**config.mk**
```make
export PLATFORM = sky130hd
export DESIGN_NAME = counter
export DESIGN_NICKNAME = d
export VERILOG_FILES = /design/src/rtl/counter_pkg.sv /design/src/rtl/counter_next.sv /design/src/rtl/counter.sv
export SDC_FILE = /design/constraint.sdc
export NUM_CORES = 1
export LEC_CHECK = 0
export ABC_CLOCK_PERIOD_IN_PS = 3040
export BUFFER_PORTS_ARGS = -buffer_cell sky130_fd_sc_hd__buf_4
export CAP_MARGIN = 20
export CORE_AREA = 10 10 47 49
export DETAILED_ROUTE_END_ITERATION = 7
export DIE_AREA = 0 0 57 59
export HOLD_SLACK_MARGIN = 0.1
export MAX_ROUTING_LAYER = met4
export PLACE_DENSITY = 0.43
export SLEW_MARGIN = 0
export SYNTH_ARGS = -nofsm -noshare
export SYNTH_HDL_FRONTEND = slang
export SYNTH_HIERARCHICAL = 1
export SYNTH_SLANG_ARGS = --single-unit
```
**constraint.sdc**
```tcl
create_clock -name clk -period 3.04 [get_ports clk]
set_clock_uncertainty 0.05 [all_clocks]
set_input_delay 0.152 -clock clk [delete_from_list [all_inputs] [get_ports clk]]
set_output_delay 0.152 -clock clk [all_outputs]
set_load 0.05 [all_outputs]
```
**src/rtl/counter_pkg.sv**
```systemverilog
// Shared constants and modulo arithmetic for the free-running counters.
package counter_pkg;

    localparam int              DEFAULT_WIDTH   = 4;
    localparam longint unsigned DEFAULT_MODULUS = 64'd16;
    localparam longint unsigned DEFAULT_STEP    = 64'd1;

    // Sum is kept one bit wider than the operands, so a + step never overflows
    // before the modulus is taken off.
    function automatic logic [31:0] mod_add(
        input logic [31:0] a,
        input logic [31:0] step,
        input logic [32:0] modulus
    );
        logic [32:0] sum;
        sum = {1'b0, a} + {1'b0, step};
        if (sum >= modulus) begin
            sum = sum - modulus;
        end
        return sum[31:0];
    endfunction

endpackage

```
**src/rtl/counter_next.sv**
```systemverilog
// Combinational next-count, rollover detect and terminal-count decode.
module counter_next
    import counter_pkg::*;
#(
    parameter int              WIDTH   = DEFAULT_WIDTH,
    parameter longint unsigned MODULUS = 64'd1 << WIDTH,
    parameter longint unsigned STEP    = DEFAULT_STEP
) (
    input  logic [WIDTH-1:0] cnt,
    output logic [WIDTH-1:0] cnt_next,
    output logic             tc_next,
    output logic             wrap_next
);

    always_comb begin
        cnt_next  = WIDTH'(mod_add(32'(cnt), 32'(STEP), 33'(MODULUS)));
        // STEP < MODULUS, so the result is smaller exactly when the subtraction fired.
        wrap_next = (cnt_next < cnt);
        tc_next   = (cnt_next == WIDTH'(MODULUS - 64'd1));
    end

endmodule

```
**src/rtl/counter.sv**
```systemverilog
// Free-running modulo-MODULUS up counter with registered terminal-count and wrap pulse.
module counter
    import counter_pkg::*;
#(
    parameter int              WIDTH   = DEFAULT_WIDTH,
    parameter longint unsigned MODULUS = 64'd1 << WIDTH,
    parameter longint unsigned STEP    = DEFAULT_STEP,
    parameter longint unsigned INIT    = 64'd0
) (
    input  logic             clk,
    input  logic             rst_n,
    output logic [WIDTH-1:0] cnt,
    output logic             tc,
    output logic             wrap
);

    localparam logic [WIDTH-1:0] CNT_INIT = WIDTH'(INIT);
    localparam logic             TC_INIT  = (INIT == MODULUS - 64'd1);

    if (WIDTH < 1 || WIDTH > 32) begin : g_bad_width
        $error("counter: WIDTH %0d outside 1..32", WIDTH);
    end
    if (MODULUS < 64'd2 || MODULUS > (64'd1 << WIDTH)) begin : g_bad_modulus
        $error("counter: MODULUS %0d outside 2..2**WIDTH", MODULUS);
    end
    if (STEP == 64'd0 || STEP >= MODULUS) begin : g_bad_step
        $error("counter: STEP %0d outside 1..MODULUS-1", STEP);
    end
    if (INIT >= MODULUS) begin : g_bad_init
        $error("counter: INIT %0d not below MODULUS", INIT);
    end

    // Declaration initialisers give defined outputs even if reset never arrives.
    logic [WIDTH-1:0] cnt_q  = CNT_INIT;
    logic             tc_q   = TC_INIT;
    logic             wrap_q = 1'b0;

    logic [WIDTH-1:0] cnt_next;
    logic             tc_next;
    logic             wrap_next;

    counter_next #(
        .WIDTH   (WIDTH),
        .MODULUS (MODULUS),
        .STEP    (STEP)
    ) u_next (
        .cnt       (cnt_q),
        .cnt_next  (cnt_next),
        .tc_next   (tc_next),
        .wrap_next (wrap_next)
    );

    // rst_n is active-high; the name survives from older instantiations.
    always_ff @(posedge clk) begin
        if (rst_n) begin
            cnt_q  <= CNT_INIT;
            tc_q   <= TC_INIT;
            wrap_q <= 1'b0;
        end else begin
            cnt_q  <= cnt_next;
            tc_q   <= tc_next;
            wrap_q <= wrap_next;
        end
    end

    assign cnt  = cnt_q;
    assign tc   = tc_q;
    assign wrap = wrap_q;

endmodule

```
==> results.ini, run 1 <==
[worst_setup_path]
path_class = flop to flop
reg2reg_setup_slack_ps = 1570
rr_worst_depth = 6
cp_slowest_cell = dfxtp_1
end_kind = flop
r2r-end = wrap$_SDFF_PP0_
cp_data_arrival_time_ps = 1560
cp_cell_sequence = ha_1, ha_1, xnor2_1, o21bai_1, a21oi_1, nor2b_1
crit_fanout = 4
cp_common_cell = ha_1
critPathCapture = wrap$_SDFF_PP0_
path_buf_inv = 0
startpoint = cnt[0]$_SDFF_PP0_
worst-path-stages = 6
start_kind = flop
critical-path-max-stage-delay_ps = 340
r2r-start = cnt[0]$_SDFF_PP0_
required_ps = 3130
cpLargestDelayFamily = adder cells

[timing]
timing.final.crit_share = 0.4844
rsz0062_at_grt = no
setup_viol = 0
relSlewSlack = 0.8788
slew_viol_final = 0
setup_tns_ps = 0
hold_violations = 0
setup_ws_ps = 1568
layout_min_cycle_time_ps = 1472
fmax_ghz = 0.6791
tightest_slew_ps = 181.6

[synth]
synthCells = 26
ys.warnings.count = 6
syn-cell-area_um2 = 267.8
synth.avg_cell_area_um2 = 10.30
netlist-cell-type-count = 11
synth-seq-area-share = 0.4486
syn_nets = 31
ys_seq_elements = 6

[final_layout]
layout_common_cells = 7 x buf_4, 6 x nor2b_1, 6 x dfxtp_1
fin_nets = 44
syn2layout_area_growth_pct = 39.25
antenna_cells = 0
final_layout_size_suffix_gt1_frac = 0.3243
n_fill_cell = 150
final_common_cell = buf_4
final_util = 0.2661

[power]
p_per_area_mw_per_mm2 = 551.1
power_mw = 0.2055
irDropWorstVdd_v = 0.0002196
p_leak_nw = 0.1893

[drt]
dr_wl_met3_um = 48
drtAntennaViolNets = 0
drt-pass1-iter-count = 2
drt-total-wl_um = 494
topRoutingLayerUsed = met4
via_per_inst = 3.755
m1WireLength_um = 218
drt_iter0_markers = 1
drc = 0
drt-wirelength-per-cell_um = 9.321
vias = 199
dr_wl_met2_um = 220

[placed_design]
place_ws_ps = 1566
gp_congestion = 0.6963
io_buffers = 7
hpwlAfterDp_um = 392.6

[die]
fp-row-count = 14
die_y_um = 59
core_region_area_mm2 = 0.001401
die_w_um = 57
io_pins = 8
initial_utilization = 0.1911
dieArea_mm2 = 0.003363

[global_routing]
antenna_found_initial = 0
grt_pass1_wl_um = 910
track_usage = 0.03778
overflow = 0
grt_pass1_vias = 229
grt_max_degree = 7

[clocking]
clk_latency_ps = 240
cts_tree = yes
clock_path_buffers = 2
clkTransAtPathRegs_ps = 50
postCtsSetupBuffers = 0
clock_sinks = 6
clockRootBuffer = clkbuf_4
ctsHtreeMaxLevel = 1
cts_buffers = 3

[worst_hold_path]
hp-start = cnt[0]$_SDFF_PP0_
hold_path.class = flop to flop

[flow_run]
drv_cap = 0

[status]
status = completed

Yosys cell counts, drive strengths merged:
| library cell | instances | area, µm² |
|---|---|---|
| a21oi | 1 | 5.000 |
| and3 | 1 | 6.260 |
| dfxtp | 6 | 120.1 |
| ha | 3 | 37.54 |
| inv | 4 | 15.01 |
| nand3 | 1 | 10.01 |
| nor2 | 1 | 3.750 |
| nor2b | 6 | 37.54 |
| o21bai | 1 | 7.510 |
| xnor2 | 2 | 25.03 |
worst min-delay path by stage:
stage | end | depth (start not counted)
global route | cnt[0]$_SDFF_PP0_ | 2
CTS | cnt[0]$_SDFF_PP0_ | 2
floorplan | cnt[0]$_SDFF_PP0_ | 1
detailed placement | tc$_SDFF_PP0_ | 2
finish | cnt[0]$_SDFF_PP0_ | 2
global placement | cnt[3]$_SDFF_PP0_ | 2
power by group:
| part | internal (mW) | total (mW) | switching (mW) |
|---|---|---|---|
| combinational | 0.0168 | 0.0439 | 0.0271 |
| sequential | 0.0838 | 0.0883 | 0.00447 |
| clock | 0.0447 | 0.0733 | 0.0286 |
| total | 0.145 | 0.205 | 0.0602 |
layer usage:
| metal | global-route usage | vias up |
|---|---|---|
| met1 | 0.03210 | 88 |
| met3 | 0.03004 | 2 |
| met2 | 0.05426 | 6 |
| met4 | 0.03020 | 0 |
| li1 | - | 103 |
| met5 | - | - |
kinds of logic after synthesis:
kind of cell	count (synthesis)	share of synthesized area
and+or+nand+nor	9	0.2150
DFF	6	0.4486
buffers and inverters	4	0.05606
adders and majority gates	3	0.1402
AOI/OAI and AO/OA	2	0.04672
xor gates and xnor gates	2	0.09348
worst min-delay path, delay by kind of cell (launching register included):
kind / cells / cell delay, ps
and+or+nand+nor: 1 / 120
buffers and inverters: 1 / 80
DFF: 1 / 340
final cells by class:
type | instances | area [µm²] | share of cell area
Timing Repair Buffer | 8 | 62.56 | 0.1678
Sequential cell | 6 | 120.1 | 0.3221
Inverter | 4 | 15.01 | 0.04027
Clock buffer | 3 | 22.52 | 0.06040
Multi-Input combinational cell | 16 | 132.6 | 0.3557
Tap cell | 16 | 20.02 | 0.05369
per-stage QoR:
| stage | std cells | instance area [µm²] | hold WS (ps) |
|---|---|---|---|
| after floorplan | 26 | 267.8 | 173.6 |
| after global placement | 49 | 340.3 | 316.5 |
| after detailed placement | 49 | 340.3 | 319.1 |
| after CTS | 53 | 372.9 | 531.6 |
| after global routing | 53 | 372.9 | 550.5 |
| final | 53 | 372.9 | 520.7 |
state kept, by name, summed over array words and instances, names as in the netlist:
register and cells:
cnt 4, tc 1, wrap 1
timing repair:
item	in CTS	in global routing
hold buffers	1	0
gates resized for setup	0	0
endpoints found under the setup margin	0	0
endpoints found under the hold margin	6	0
Note: power is estimated with default switching activity, not from simulation.
==> run 2, diff against run 1 <==
--- a/config.mk
+++ b/config.mk
@@ -5,7 +5,7 @@
 export SDC_FILE = /design/constraint.sdc
 export NUM_CORES = 1
 export LEC_CHECK = 0
-export ABC_CLOCK_PERIOD_IN_PS = 3040
+export ABC_CLOCK_PERIOD_IN_PS = 1300
 export BUFFER_PORTS_ARGS = -buffer_cell sky130_fd_sc_hd__buf_4
 export CAP_MARGIN = 20
 export CORE_AREA = 10 10 47 49
@@ -13,7 +13,7 @@
 export DIE_AREA = 0 0 57 59
 export HOLD_SLACK_MARGIN = 0.1
 export MAX_ROUTING_LAYER = met4
-export PLACE_DENSITY = 0.43
+export PLACE_DENSITY = 0.44
 export SLEW_MARGIN = 0
 export SYNTH_ARGS = -nofsm -noshare
 export SYNTH_HDL_FRONTEND = slang
==> constraint.sdc (replaced) <==
create_clock -name clk -period 1.3 [get_ports clk]
set_clock_uncertainty 0.05 [all_clocks]
set_input_delay 0.065 -clock clk [delete_from_list [all_inputs] [get_ports clk]]
set_output_delay 0.065 -clock clk [all_outputs]
set_load 0.05 [all_outputs]
==> results.ini, run 2 (synthesis gave the netlist of run 1 again) <==
[status]
status = finished, violations left  ; was completed
violations = setup timing

[drt]
drt_iter0_markers = 1  ; unchanged
via_per_inst = 3.737  ; was 3.755
drc = 0  ; unchanged
drt-pass1-iter-count = 2  ; unchanged
drt-wirelength-per-cell_um = 9.386  ; was 9.321 µm
drt-total-wl_um = 535  ; was 494 µm
vias = 213  ; was 199
drtAntennaViolNets = 0  ; unchanged

[worst_setup_path]
cp_cell_sequence = ha_4, ha_4, xnor2_2, o21bai_1, a21oi_1, nor2b_1  ; was ha_1, ha_1, xnor2_1, o21bai_1, a21oi_1, nor2b_1
cp_slowest_cell = dfxtp_4  ; was dfxtp_1
path_class = flop to flop  ; unchanged
reg2reg_setup_slack_ps = -40  ; was 1570 ps
cp_data_arrival_time_ps = 1420  ; was 1560 ps
cp_common_cell = ha_4  ; was ha_1
start_kind = flop  ; unchanged
r2r-end = wrap$_SDFF_PP0_  ; unchanged
crit_fanout = 2  ; was 4
path_buf_inv = 0  ; unchanged
r2r-start = cnt[0]$_SDFF_PP0_  ; unchanged
cpLargestDelayFamily = adder cells  ; unchanged
critical-path-max-stage-delay_ps = 350  ; was 340 ps
required_ps = 1380  ; was 3130 ps
rr_worst_depth = 6  ; unchanged
end_kind = flop  ; unchanged

[power]
p_int_mw = 0.3680  ; was 0.1453 mW
clkPwrFrac = 0.355  ; was 0.357
p_per_area_mw_per_mm2 = 1166  ; was 551.1 mW/mm²
switching_power_mw = 0.1483  ; was 0.06017 mW
irDropWorstVdd_v = 0.0005162  ; was 0.0002196 V
p_leak_nw = 0.2155  ; was 0.1893 nW
combinationalPowerShare = 0.252  ; was 0.213
switching_share = 0.2873  ; was 0.2929
power_frac_seq = 0.393  ; was 0.430

[timing]
fmax_ghz = 0.7475  ; was 0.6791 GHz
relSlewSlack = 0.8871  ; was 0.8788
timing.final.crit_share = 1.029  ; was 0.4844
holdWs_ps = 516.1  ; was 520.7 ps
layout_min_cycle_time_ps = 1338  ; was 1472 ps
rsz0062_at_grt = yes  ; was no
tightest_slew_ps = 169.1  ; was 181.6 ps
hold_violations = 0  ; unchanged
setup_viol = 1  ; was 0
setup_ws_ps = -37.78  ; was 1568 ps
slew_viol_final = 0  ; unchanged

[worst_hold_path]
hold_path.class = primary input to flop  ; was flop to flop
min_to = cnt[0]$_SDFF_PP0_  ; unchanged
hp-start = rst_n  ; was cnt[0]$_SDFF_PP0_
hold-path-cell-count = 3  ; was 2

[clocking]
cts_buffers = 3  ; unchanged
clock_sinks = 6  ; unchanged
clockRootBuffer = clkbuf_4  ; unchanged
clock_path_buffers = 2  ; unchanged
cts_tree = yes  ; unchanged
clk_latency_ps = 240  ; about the same
ctsHtreeMaxLevel = 1  ; unchanged
clkTransAtPathRegs_ps = 50  ; about the same

[global_routing]
track_usage = 0.03913  ; was 0.03778
overflow = 0  ; unchanged
grt_pass1_vias = 224  ; was 229
antenna_found_initial = 0  ; unchanged
grt_pass1_wl_um = 966  ; was 910 µm
grt_max_degree = 7  ; unchanged

[die]
die_w_um = 57  ; unchanged
core_region_area_mm2 = 0.001401  ; unchanged
initial_utilization = 0.1911  ; unchanged
dieArea_mm2 = 0.003363  ; unchanged
fp-row-count = 14  ; unchanged
io_pins = 8  ; unchanged
die_y_um = 59  ; unchanged

[final_layout]
final_common_cell = buf_4  ; unchanged
syn2layout_area_growth_pct = 65.42  ; was 39.25%
largest_reg_flops = 4  ; unchanged
fin_nets = 47  ; was 44
layout_common_cells = 10 x buf_4, 6 x nor2b_1, 4 x inv_1  ; was 7 x buf_4, 6 x nor2b_1, 6 x dfxtp_1
final_layout_size_suffix_gt1_frac = 0.5122  ; was 0.3243
final_util = 0.3161  ; was 0.2661
antenna_cells = 0  ; unchanged
final_area_um2 = 442.9  ; was 372.9 µm²

[placed_design]
place_ws_ps = -22.52  ; was 1566 ps
gp_congestion = 0.6582  ; was 0.6963
placed_area_um2 = 399.1  ; was 340.3 µm²
io_buffers = 7  ; unchanged

[flow_run]
drv_cap = 0  ; unchanged

## run 2: worst max-delay path by stage
stage,from,endpoint,slack (ps),cells after the start
detailed placement,cnt[0]$_SDFF_PP0_,wrap$_SDFF_PP0_,-20,6
finish,cnt[0]$_SDFF_PP0_,wrap$_SDFF_PP0_,-40,6
CTS,cnt[0]$_SDFF_PP0_,wrap$_SDFF_PP0_,-40,6
global route,cnt[0]$_SDFF_PP0_,wrap$_SDFF_PP0_,-140,6
floorplan,cnt[0]$_SDFF_PP0_,wrap$_SDFF_PP0_,-70,6
global placement,cnt[0]$_SDFF_PP0_,wrap$_SDFF_PP0_,-20,6
## run 2: power by group through the flow
stage	Clock, mW	Combinational [mW]	Sequential (mW)
finish	0.183	0.130	0.203
floorplan	0	0.0372	0.252
detailed placement	0	0.124	0.207
global route	0.220	0.142	0.204
CTS	0.194	0.125	0.203
global placement	0	0.123	0.206
## run 2: worst min-delay path, delay by kind of cell
family,cells,cell delay (ps)
buf+inv,2,670
simple gates,1,40
## run 2: per-layer routing
metal / vias to the layer above / wire length, µm / GRT usage
li1: 110 / - / -
met1: 98 / 206 / 0.03571
met2: 3 / 288 / 0.05581
met3: 2 / 31 / 0.02790
met4: 0 / 8 / 0.03020
met5: - / 0 / -
## run 2: area by class of cell
class                      instances  area, µm²
fill                             163      958.4
multi-input combinational         16      165.2
sequential                         6      131.4
timing repair buffer              11      85.08
clock buffer                       4      26.28
tap                               16      20.02
inverter                           4      15.01
## run 2: what timing repair did
action,CTS,global route
setup endpoints to repair,1,1
setup buffers,0,0
hold endpoints to repair,6,6
resized for setup,0,1
## run 2: metrics by stage
| step | instances | setup TNS, ps | power, mW |
|---|---|---|---|
| CTS | 56 | -41.51 | 0.5213 |
| detailed placement | 52 | -22.52 | 0.3302 |
| finish | 57 | -37.78 | 0.5163 |
| floorplan | 26 | -72.94 | 0.2888 |
| global route | 57 | -137.1 | 0.5654 |
| global placement | 52 | -16.03 | 0.3292 |
